## config.mk

```make
export PLATFORM = sky130hd
export DESIGN_NAME = mmio_port_controller
export DESIGN_NICKNAME = d
export VERILOG_FILES = /design/src/rtl/mmio_port_controller.sv
export SDC_FILE = /design/constraint.sdc
export NUM_CORES = 1
export LEC_CHECK = 0
export ABC_AREA = 1
export CORE_ASPECT_RATIO = 1.2
export CORE_UTILIZATION = 30
export CTS_BUF_LIST = sky130_fd_sc_hd__clkbuf_8
export DETAILED_ROUTE_END_ITERATION = 12
export DONT_BUFFER_PORTS = 1
export GPL_ROUTABILITY_DRIVEN = 0
export GPL_TIMING_DRIVEN = 0
export PLACE_DENSITY = 0.45
export SLEW_MARGIN = 20
export SYNTH_ARGS = -nofsm -noshare
export SYNTH_HDL_FRONTEND = slang
export SYNTH_SLANG_ARGS = --single-unit
```

## constraint.sdc

```tcl
create_clock -name clk -period 1.6 [get_ports clk]
set_input_delay 0.24 -clock clk [delete_from_list [all_inputs] [get_ports clk]]
set_output_delay 0.24 -clock clk [all_outputs]
set_load 0.03 [all_outputs]
```

## src/rtl/mmio_port_controller.sv

```systemverilog
// Memory-mapped I/O port: output register, 2-flop synchronized and debounced
// 8-bit input, sticky change flag, and a status word, all decoded off the ALU address.
module mmio_port_controller #(
  parameter logic [31:0] OUT_ADDR        = 32'h1001_0024,
  parameter logic [31:0] IN_ADDR         = 32'h1001_0028,
  parameter logic [31:0] STATUS_ADDR     = 32'h1001_002C,
  parameter int unsigned DEBOUNCE_CYCLES = 4,
  parameter logic [31:0] OUT_RESET       = 32'h0000_0000
) (
  input  logic        clk,
  input  logic        reset,
  input  logic [31:0] Address,
  input  logic [31:0] WriteData,
  input  logic        MemWrite,
  input  logic        MemRead,
  input  logic [7:0]  PortIn,
  output logic [31:0] IoReadData,
  output logic        IoHit,
  output logic        ChangeFlag,
  output logic [31:0] PortOut
);

  localparam int unsigned CW = (DEBOUNCE_CYCLES > 1) ? $clog2(DEBOUNCE_CYCLES) : 1;
  localparam logic [CW-1:0] CNT_LAST = CW'(DEBOUNCE_CYCLES - 1);

  logic [31:0]   r_out;
  logic [7:0]    r_sync1;
  logic [7:0]    r_sync2;
  logic [7:0]    r_cand;
  logic [7:0]    r_stable;
  logic [CW-1:0] r_cnt;
  logic          r_flag;

  logic w_hit_out;
  logic w_hit_in;
  logic w_hit_status;
  logic w_pending;
  logic w_accept;

  assign w_hit_out    = (Address == OUT_ADDR);
  assign w_hit_in     = (Address == IN_ADDR);
  assign w_hit_status = (Address == STATUS_ADDR);
  assign w_pending    = (r_cand != r_stable);
  // Acceptance needs the candidate unchanged this edge and its full hold count reached.
  assign w_accept     = (r_sync2 == r_cand) && w_pending && (r_cnt == CNT_LAST);

  always_ff @(posedge clk or negedge reset) begin
    if (!reset) begin
      r_out <= OUT_RESET;
    end else if (MemWrite && w_hit_out) begin
      r_out <= WriteData;
    end
  end

  always_ff @(posedge clk or negedge reset) begin
    if (!reset) begin
      r_sync1 <= '0;
      r_sync2 <= '0;
    end else begin
      r_sync1 <= PortIn;
      r_sync2 <= r_sync1;
    end
  end

  always_ff @(posedge clk or negedge reset) begin
    if (!reset) begin
      r_cand   <= '0;
      r_stable <= '0;
      r_cnt    <= '0;
    end else if (r_sync2 != r_cand) begin
      r_cand <= r_sync2;
      r_cnt  <= '0;
    end else if (w_accept) begin
      r_stable <= r_cand;
      r_cnt    <= '0;
    end else if (w_pending) begin
      r_cnt <= r_cnt + CW'(1);
    end else begin
      r_cnt <= '0;
    end
  end

  // A new acceptance on the same edge as a clearing load keeps the flag set.
  always_ff @(posedge clk or negedge reset) begin
    if (!reset) begin
      r_flag <= 1'b0;
    end else if (w_accept) begin
      r_flag <= 1'b1;
    end else if (MemRead && w_hit_in) begin
      r_flag <= 1'b0;
    end
  end

  always_comb begin
    IoReadData = '0;
    if (w_hit_out) begin
      IoReadData = r_out;
    end else if (w_hit_in) begin
      IoReadData = {24'b0, r_stable};
    end else if (w_hit_status) begin
      IoReadData = {30'b0, w_pending, r_flag};
    end
  end

  assign IoHit      = w_hit_out | w_hit_in | w_hit_status;
  assign ChangeFlag = r_flag;
  assign PortOut    = r_out;

endmodule

```

# == Word level (Yosys, flattened, before mapping) ==
# Index checks and enable logic that the tools add are counted.
# totals
register_bits,67
inputBits,76
out_inout_bits,66
wordCells,32
# classes
n_reduce_logical,6
eq_ne,7
n_bitwise,3
add_sub_neg,1
mux,8
# op_table
op,n
"32-bit by 29-bit equality test with 1-bit output, second input constant",3
32-bit two-way mux,2
8-bit != test,2
8-bit equality test,1
2-bit two-way mux,4
1-bit logical AND,4
"2-bit by 1-bit adder with 2-bit output, second input constant",1
"2-bit equality test, second input constant",1
1-bit two-way mux,2
1-bit bitwise OR,2
2-bit AND reduction,1
2-bit nonzero test,1
1-bit NOT,1

# == Longest topological paths before layout ==
# Gate-level depths: netlist of the first run.
# logic_depth
word_depth,5
mapped_depth,9
mapped_depth_nobuf,9

# == Worst setup path after synthesis of the first run ==
# OpenSTA, ideal clock, no wires.
# synth_timing
kind,input to output
startpoint,in Address[7]
endpoint,out IoReadData[10]
required_ns,1.360
path_slack_ns,-0.050
path_stages,8
t_arrival_ns,1.410
path_buffers,1
cell_sequence,nor2_1 -> nand3_1 -> nor2_1 -> nand2_2 -> nor2_8 -> inv_2 -> buf_2 -> nor2_1
# synth_between
elab_chain_len,2
# synth_lines
element,line,text
"start, declared",12,"input logic [31:0] Address,"
32-bit by 29-bit equality test with 1-bit output,40,assign w_hit_out = (Address == OUT_ADDR);
32-bit two-way mux,96,if (w_hit_out) begin
"end, declared",17,"output logic [31:0] IoReadData,"
# Every way passes these cells.

# == Final worst setup path of the first run ==
# layout_timing
startpoint,reg r_stable[4]
endpoint,out IoReadData[1]
# layout_between
elab_chain_len,4
# layout_lines
element,line,text
"start, declared",30,logic [7:0] r_stable;
"start signal, assigned",74,r_stable <= r_cand;
8-bit != test,43,assign w_pending = (r_cand != r_stable);
2-bit two-way mux,100,end else if (w_hit_status) begin
32-bit two-way mux,98,end else if (w_hit_in) begin
32-bit two-way mux,96,
# Every way passes these cells.

==> results by group, run 1 <==
Outcome
  – Status: finished, violations left
  – Violated checks: hold timing, setup timing

Timing
  – Hold Slack: -0.419 ns
  – RSZ-0062 raised after global routing: true
  – Slew HR: 58.9%
  – Fmax: 0.570 GHz
  – PnR worst setup slack: -0.154 ns
  – Slew Viols, Final: 0
  – Actual slew at the worst max-slew pin: 0.617 ns
  – Final min period: 1.75 ns
  – Final Hold Viols: 67
  – Clock Skews: 0.00774 ns
  – Fin crit share: 110%
  – Final setup viols: 1

Die
  – Die area: 10900 sq um
  – Starting density of the core: 31.1%
  – Rows: 40
  – Die Wd: 95.5 um
  – Die Ht: 114 um
  – IO Pins: 142
  – Core area: 10100 sq um

Global routing
  – Vias in the first global route: 2452
  – Global-route usage over all layers: 15.1%
  – Initial antenna violation count: 0
  – Global route total overflow: 0
  – Wire length of the first global-routing pass: 12400 um
  – Pin count of the biggest net entering global routing: 68

Synth
  – Synth top cells by count: nand2_1, dfrtp_1, nor2_1, nand3_1, inv_1
  – Post-synth EDFFs: 0
  – Netlist cell types: 21
  – Register area share after synthesis: 53.3%
  – Seq cells post-synth: 67
  – Top-area cell type share of the netlist area: 53.3%
  – Syn Area/Cell: 7.94 sq um
  – Top_reg_cell synth: dfrtp_1
  – Post-Syn Instances: 396
  – Post-Syn Nets: 473
  – Yosys top cell by area: dfrtp_1
  – Synth area leaders: dfrtp_1, nand2_1, nand3_1
  – Post-Syn Area: 3140 sq um
  – YS warnings: 0
  – Cell with the most instances after synthesis: nand2_1
  – Async SR Flop Fraction: 100%

Final layout
  – Nets: 519
  – Fin area: 4210 sq um
  – Area Overhead vs Synth: 33.7%
  – Total of fill cells in the finished design: 992
  – # diodes: 0
  – Final core occ: 41.6%
  – Layout cells sized above 1: 26.2%
  – Final Non-Filler Cells: 573

Setup path
  – Worst Path Max Fanout: 3
  – Worst Path Arrival: 1.51 ns
  – Crit end category: primary output
  – Critical Path RT: 1.36 ns
  – Critical path type: register to primary output
  – Reg2Reg Launch Point: r_cand[1]
  – Worst flop-to-flop path endpoint: r_stable[4]
  – Critical Path Start Type: register
  – Reg2reg setup slack: 0.05 ns
  – Reg2Reg Depth: 10

Min path
  – Min-Delay Path Class: primary input to async pin

Clock tree
  – Hold Buf Count CTS: 8
  – CTS max path bufs: 2
  – Root buffer selected by CTS: clkbuf_8
  – Clock slew at reported path FFs: 0.07 ns
  – Clk sink count: 67
  – Clock latency on the worst-skew pair: 0.34 ns
  – Total CTS buffers: 9
  – CTS tree: yes
  – H-tree depth: 3

Placement
  – IO Port Bufs: 0
  – Placed Area: 3300 sq um
  – Dpl ws: -0.288 ns
  – Dpl cells: 522
  – DP Wirelength: 5450 um

Power
  – Power Density: 752 nW/um^2
  – Leakage Power: 0.00200 uW
  – Pwr Total: 3160 uW
  – Peak VDD IR: 0.000399 V

Detailed routing
  – DRC Markers: 0
  – DR iter-0 viols: 75
  – DRT Wirelength: 8220 um
  – Routed Antenna Nets: 0
  – Routed len/inst: 14.3 um
  – Routed vias/inst: 4.59
  – Routed via count: 2630
  – Detailed-router iteration count before antenna repair: 4

Job
  – Max cap viols: 0
repair_timing:
item                                    in CTS  in global routing
setup buffers                               15                  9
endpoints found under the hold margin       75                 67
endpoints found under the setup margin      33                 43
pin swaps                                   12                 24
gates cloned                                 0                  3
gates resized for setup                     77                 33
worst max-delay path by stage:
stage                           to   startpoint  slack, ns
global placement    IoReadData[16]  Address[31]      -0.26
CTS                  IoReadData[1]  r_stable[1]      -0.13
finish               IoReadData[1]  r_stable[4]      -0.15
detailed placement  IoReadData[16]   Address[7]      -0.29
global route         IoReadData[1]  r_stable[5]      -0.26
floorplan           IoReadData[10]   Address[7]      -0.05
registers in the layout, summed over array words and instances, names as in the netlist:
signal and count:
r_cand 8, r_sync1 8, r_cnt 2, r_sync2 8
PortOut 32, ChangeFlag 1, r_stable 8
per-layer routing:
layer | track usage [%] | routed length (um) | up-vias
li1 | - | - | 1303
met1 | 17.7 | 3400 | 1231
met2 | 24.8 | 4020 | 82
met3 | 5.18 | 640 | 14
met4 | 6.77 | 158 | 0
met5 | 0 | 0 | -
cell usage in the layout, fill, tap and decap left out, types with 2 or more instances in the layout:
master and count:
clkbuf_16 2, dfrtp_1 66, nand2_4 5, nor2_1 17
clkinvlp_4 2, clkbuf_1 13, nand2_2 10, nand3b_1 3
buf_6 8, nand3_4 4, clkinv_2 2, inv_1 43
nand2_1 118, inv_2 2, nor2_2 11, xnor2_1 7
nand3_1 41, nor2_4 29, clkbuf_8 11, buf_4 23
nand4_1 11, dlygate4sd3_1 8, buf_12 2
worst max-delay path, cell delays in order (launching register included):
cell and delay (ns):
dfrtp_1 0.41, xnor2_1 0.16, nand2_1 0.08, nor2_1 0.12, nand2_1 0.09, buf_6 0.13, nand2_4 0.06, nand3_4 0.12
area by class of cell:
class / count / area [sq um] / area share [%]
plain buffers: 23 / 175 / 4.17
clock buffers: 11 / 151 / 3.60
clock inverters: 5 / 28.8 / 0.684
inverters: 46 / 180 / 4.28
multi-input cells: 261 / 1510 / 36.0
flip-flops and latches: 67 / 1680 / 39.9
well taps: 126 / 158 / 3.75
repair buffers: 34 / 322 / 7.65
cell families after synthesis:
group | after synthesis | synth area share, %
and+or+nand+nor | 251 | 34.5
buffers and inverters | 69 | 9.55
DFF | 67 | 53.3
xor gates and xnor gates | 8 | 2.23
adders and majority gates | 1 | 0.398
stage by stage:
step / setup TNS, ns / hold slack [ns]
after detailed placement: -6.19 / -0.0529
after global routing: -1.41 / -0.446
after global placement: -5.38 / -0.0524
final: -0.154 / -0.419
after floorplan: -1.00 / -0.0556
after CTS: -0.215 / -0.438
report_power, final:
| part | internal (uW) | switching, uW |
|---|---|---|
| registers | 1720 | 18.7 |
| clock network | 636 | 655 |
| logic | 66.9 | 62.2 |
(Power assumes the default switching activity.)
==> run 2: changes to the inputs <==
--- a/config.mk
+++ b/config.mk
@@ -8,7 +8,7 @@
 export ABC_AREA = 1
 export CORE_ASPECT_RATIO = 1.2
 export CORE_UTILIZATION = 30
-export CTS_BUF_LIST = sky130_fd_sc_hd__clkbuf_8
+export CTS_BUF_LIST = sky130_fd_sc_hd__clkbuf_8 sky130_fd_sc_hd__clkbuf_16
 export DETAILED_ROUTE_END_ITERATION = 12
 export DONT_BUFFER_PORTS = 1
 export GPL_ROUTABILITY_DRIVEN = 0
==> results by group, run 2 (same netlist as run 1, synthesis figures left out) <==
Placement
  – IO Port Bufs: 0 (unchanged)
  – DP Wirelength: 5450 um (unchanged)

Power
  – Power Density: 828 nW/um^2 (was 752 nW/um^2)
  – Leakage Power: 0.00219 uW (was 0.00200 uW)
  – Switching Share: 21.3% (was 23.3%)
  – Peak VDD IR: 0.000463 V (was 0.000399 V)
  – Clock power share: 49.5% (was 40.8%)
  – Int Power: 2910 uW (was 2430 uW)
  – Seq pwr share: 47.2% (was 55.1%)
  – Psw: 788 uW (was 736 uW)
  – Comb power frac: 3.3% (was 4.1%)

Global routing
  – Initial antenna violation count: 0 (unchanged)
  – Global route total overflow: 0 (unchanged)
  – Wire length of the first global-routing pass: 12400 um (unchanged)
  – Vias in the first global route: 2432 (was 2452)
  – Pin count of the biggest net entering global routing: 68 (unchanged)
  – Global-route usage over all layers: 15.1% (about the same)

Timing
  – Fin crit share: 109% (was 110%)
  – Final min period: 1.74 ns (was 1.75 ns)
  – Actual slew at the worst max-slew pin: 0.555 ns (was 0.617 ns)
  – Final setup viols: 22 (was 1)
  – Slew HR: 63.0% (was 58.9%)
  – Fmax: 0.576 GHz (was 0.570 GHz)
  – Setup_tns: -1.50 ns (was -0.154 ns)
  – PnR worst setup slack: -0.137 ns (was -0.154 ns)
  – Final Hold Viols: 67 (unchanged)
  – RSZ-0062 raised after global routing: true (unchanged)
  – Hold Slack: -0.391 ns (was -0.419 ns)
  – Clock Skews: 0.00783 ns (was 0.00774 ns)
  – Slew Viols, Final: 0 (unchanged)

Detailed routing
  – DRT Wirelength: 8290 um (was 8220 um)
  – DR iter-0 viols: 55 (was 75)
  – Routed via count: 2640 (was 2630)
  – Detailed-router iteration count before antenna repair: 4 (unchanged)
  – Routed vias/inst: 4.58 (was 4.59)
  – Routed len/inst: 14.4 um (was 14.3 um)
  – Routed Antenna Nets: 0 (unchanged)
  – DRC Markers: 0 (unchanged)

Job
  – Max cap viols: 0 (unchanged)

Clock tree
  – H-tree depth: 3 (unchanged)
  – CTS tree: yes (unchanged)
  – Hold Buf Count CTS: 8 (unchanged)
  – Root buffer selected by CTS: clkbuf_16 (was clkbuf_8)
  – Clk sink count: 67 (unchanged)
  – CTS max path bufs: 2 (unchanged)
  – Total CTS buffers: 9 (unchanged)
  – Clock slew at reported path FFs: 0.05 ns (was 0.07 ns)
  – Clock latency on the worst-skew pair: 0.33 ns (was 0.34 ns)

Setup path
  – Worst Path Arrival: 1.50 ns (was 1.51 ns)
  – Critical Path RT: 1.36 ns (about the same)
  – Critical Path Start Type: register (unchanged)
  – Worst Path Max Fanout: 2 (was 3)
  – Critical path type: register to primary output (unchanged)
  – Crit end category: primary output (unchanged)

Final layout
  – Layout cells sized above 1: 27.3% (was 26.2%)
  – Largest register FFs: 32 (unchanged)
  – Most common cell after layout, fill and taps aside: nand2_1 (unchanged)
  – Nets: 522 (was 519)
  – Most frequent cells in the layout: nand2_1, dfrtp_1, inv_1, nand3_1, nor2_4 (unchanged)
  – Area Overhead vs Synth: 42.1% (was 33.7%)
  – Total of fill cells in the finished design: 957 (was 992)
  – # diodes: 0 (unchanged)

Die
  – Die area: 10900 sq um (unchanged)
  – Die Wd: 95.5 um (unchanged)
  – Rows: 40 (unchanged)
  – Die Ht: 114 um (unchanged)
  – Starting density of the core: 31.1% (unchanged)
  – Core area: 10100 sq um (unchanged)
  – IO Pins: 142 (unchanged)

Outcome
  – Violated checks: hold timing, setup timing (unchanged)
  – Status: finished, violations left (unchanged)

Min path
  – Min-Delay Path Class: primary input to async pin (unchanged)
[run 2: final timing paths]
kind / slack [ns] / cells after the start / to / from
max reg2reg: 0.09 / 9 / r_cnt[0] / r_cand[1]
min: -0.39 / 0 / r_sync1[2] / reset
min in group clk: 0.05 / 2 / PortOut[27] / WriteData[27]
max in group asynchronous: 1.89 / 0 / PortOut[14] / reset
min reg2reg: 0.34 / 0 / r_sync2[7] / r_sync1[7]
max: -0.14 / 7 / IoReadData[1] / r_cand[6]
[run 2: critical path: stages, from the launching register on]
cell and delay, ns:
dfrtp_1 0.40, xnor2_1 0.16, nand2_1 0.08, nor2_1 0.13
nand2_1 0.09, buf_6 0.13, nand2_4 0.06, nand3_4 0.12
[run 2: final cells by class]
class | instances | area [sq um] | area share [%]
plain buffers | 23 | 179 | 4.00
clock inverters | 5 | 28.8 | 0.644
well taps | 126 | 158 | 3.53
repair buffers | 36 | 365 | 8.18
clock buffers | 11 | 253 | 5.66
repair inverters | 1 | 7.51 | 0.168
multi-input cells | 261 | 1610 | 36.1
inverters | 46 | 189 | 4.23
flip-flops and latches | 67 | 1680 | 37.5
[run 2: what timing repair did]
item,CTS,global route
pin swaps,10,28
cloned,0,4
setup endpoints to repair,33,44
endpoints found under the hold margin,75,67
resized for setup,67,69
buffers inserted,13,13
[run 2: power by group through the flow]
stage / Sequential (uW) / Clock (uW) / Combinational [uW]
global route: 1750 / 1970 / 138
CTS: 1740 / 1890 / 116
detailed placement: 1780 / 0 / 81.1
finish: 1740 / 1830 / 122
floorplan: 1770 / 0 / 68.1
global placement: 1780 / 0 / 79.6
[run 2: routing by layer]
layer,track usage (%),part of all wire [%],vias up,wire (um)
li1,-,-,1314,-
met1,18.0,41,1231,3360
met2,24.5,50,84,4150
met3,5.38,7.9,11,651
met4,6.17,1.5,0,124
met5,0,0,-,0
[run 2: stage by stage]
step	total power, uW	util [%]	cell area, sq um	setup WS (ns)	cells
final	3700	44.2	4470	-0.137	576
after global routing	3850	44.2	4470	-0.251	576
after global placement	1860	32.7	3300	-0.260	522
after CTS	3750	39.6	4010	-0.112	559
after detailed placement	1860	32.7	3300	-0.288	522
after floorplan	1840	-	3140	-0.0500	396
==> run 3: changes to the inputs <==
--- a/config.mk
+++ b/config.mk
@@ -6,6 +6,7 @@
 export NUM_CORES = 1
 export LEC_CHECK = 0
 export ABC_AREA = 1
+export CAP_MARGIN = 0
 export CORE_ASPECT_RATIO = 1.2
 export CORE_UTILIZATION = 30
 export CTS_BUF_LIST = sky130_fd_sc_hd__clkbuf_8 sky130_fd_sc_hd__clkbuf_16
==> results of run 3 <==
The final DEF is identical to that of run 2; final timing and power are the same.
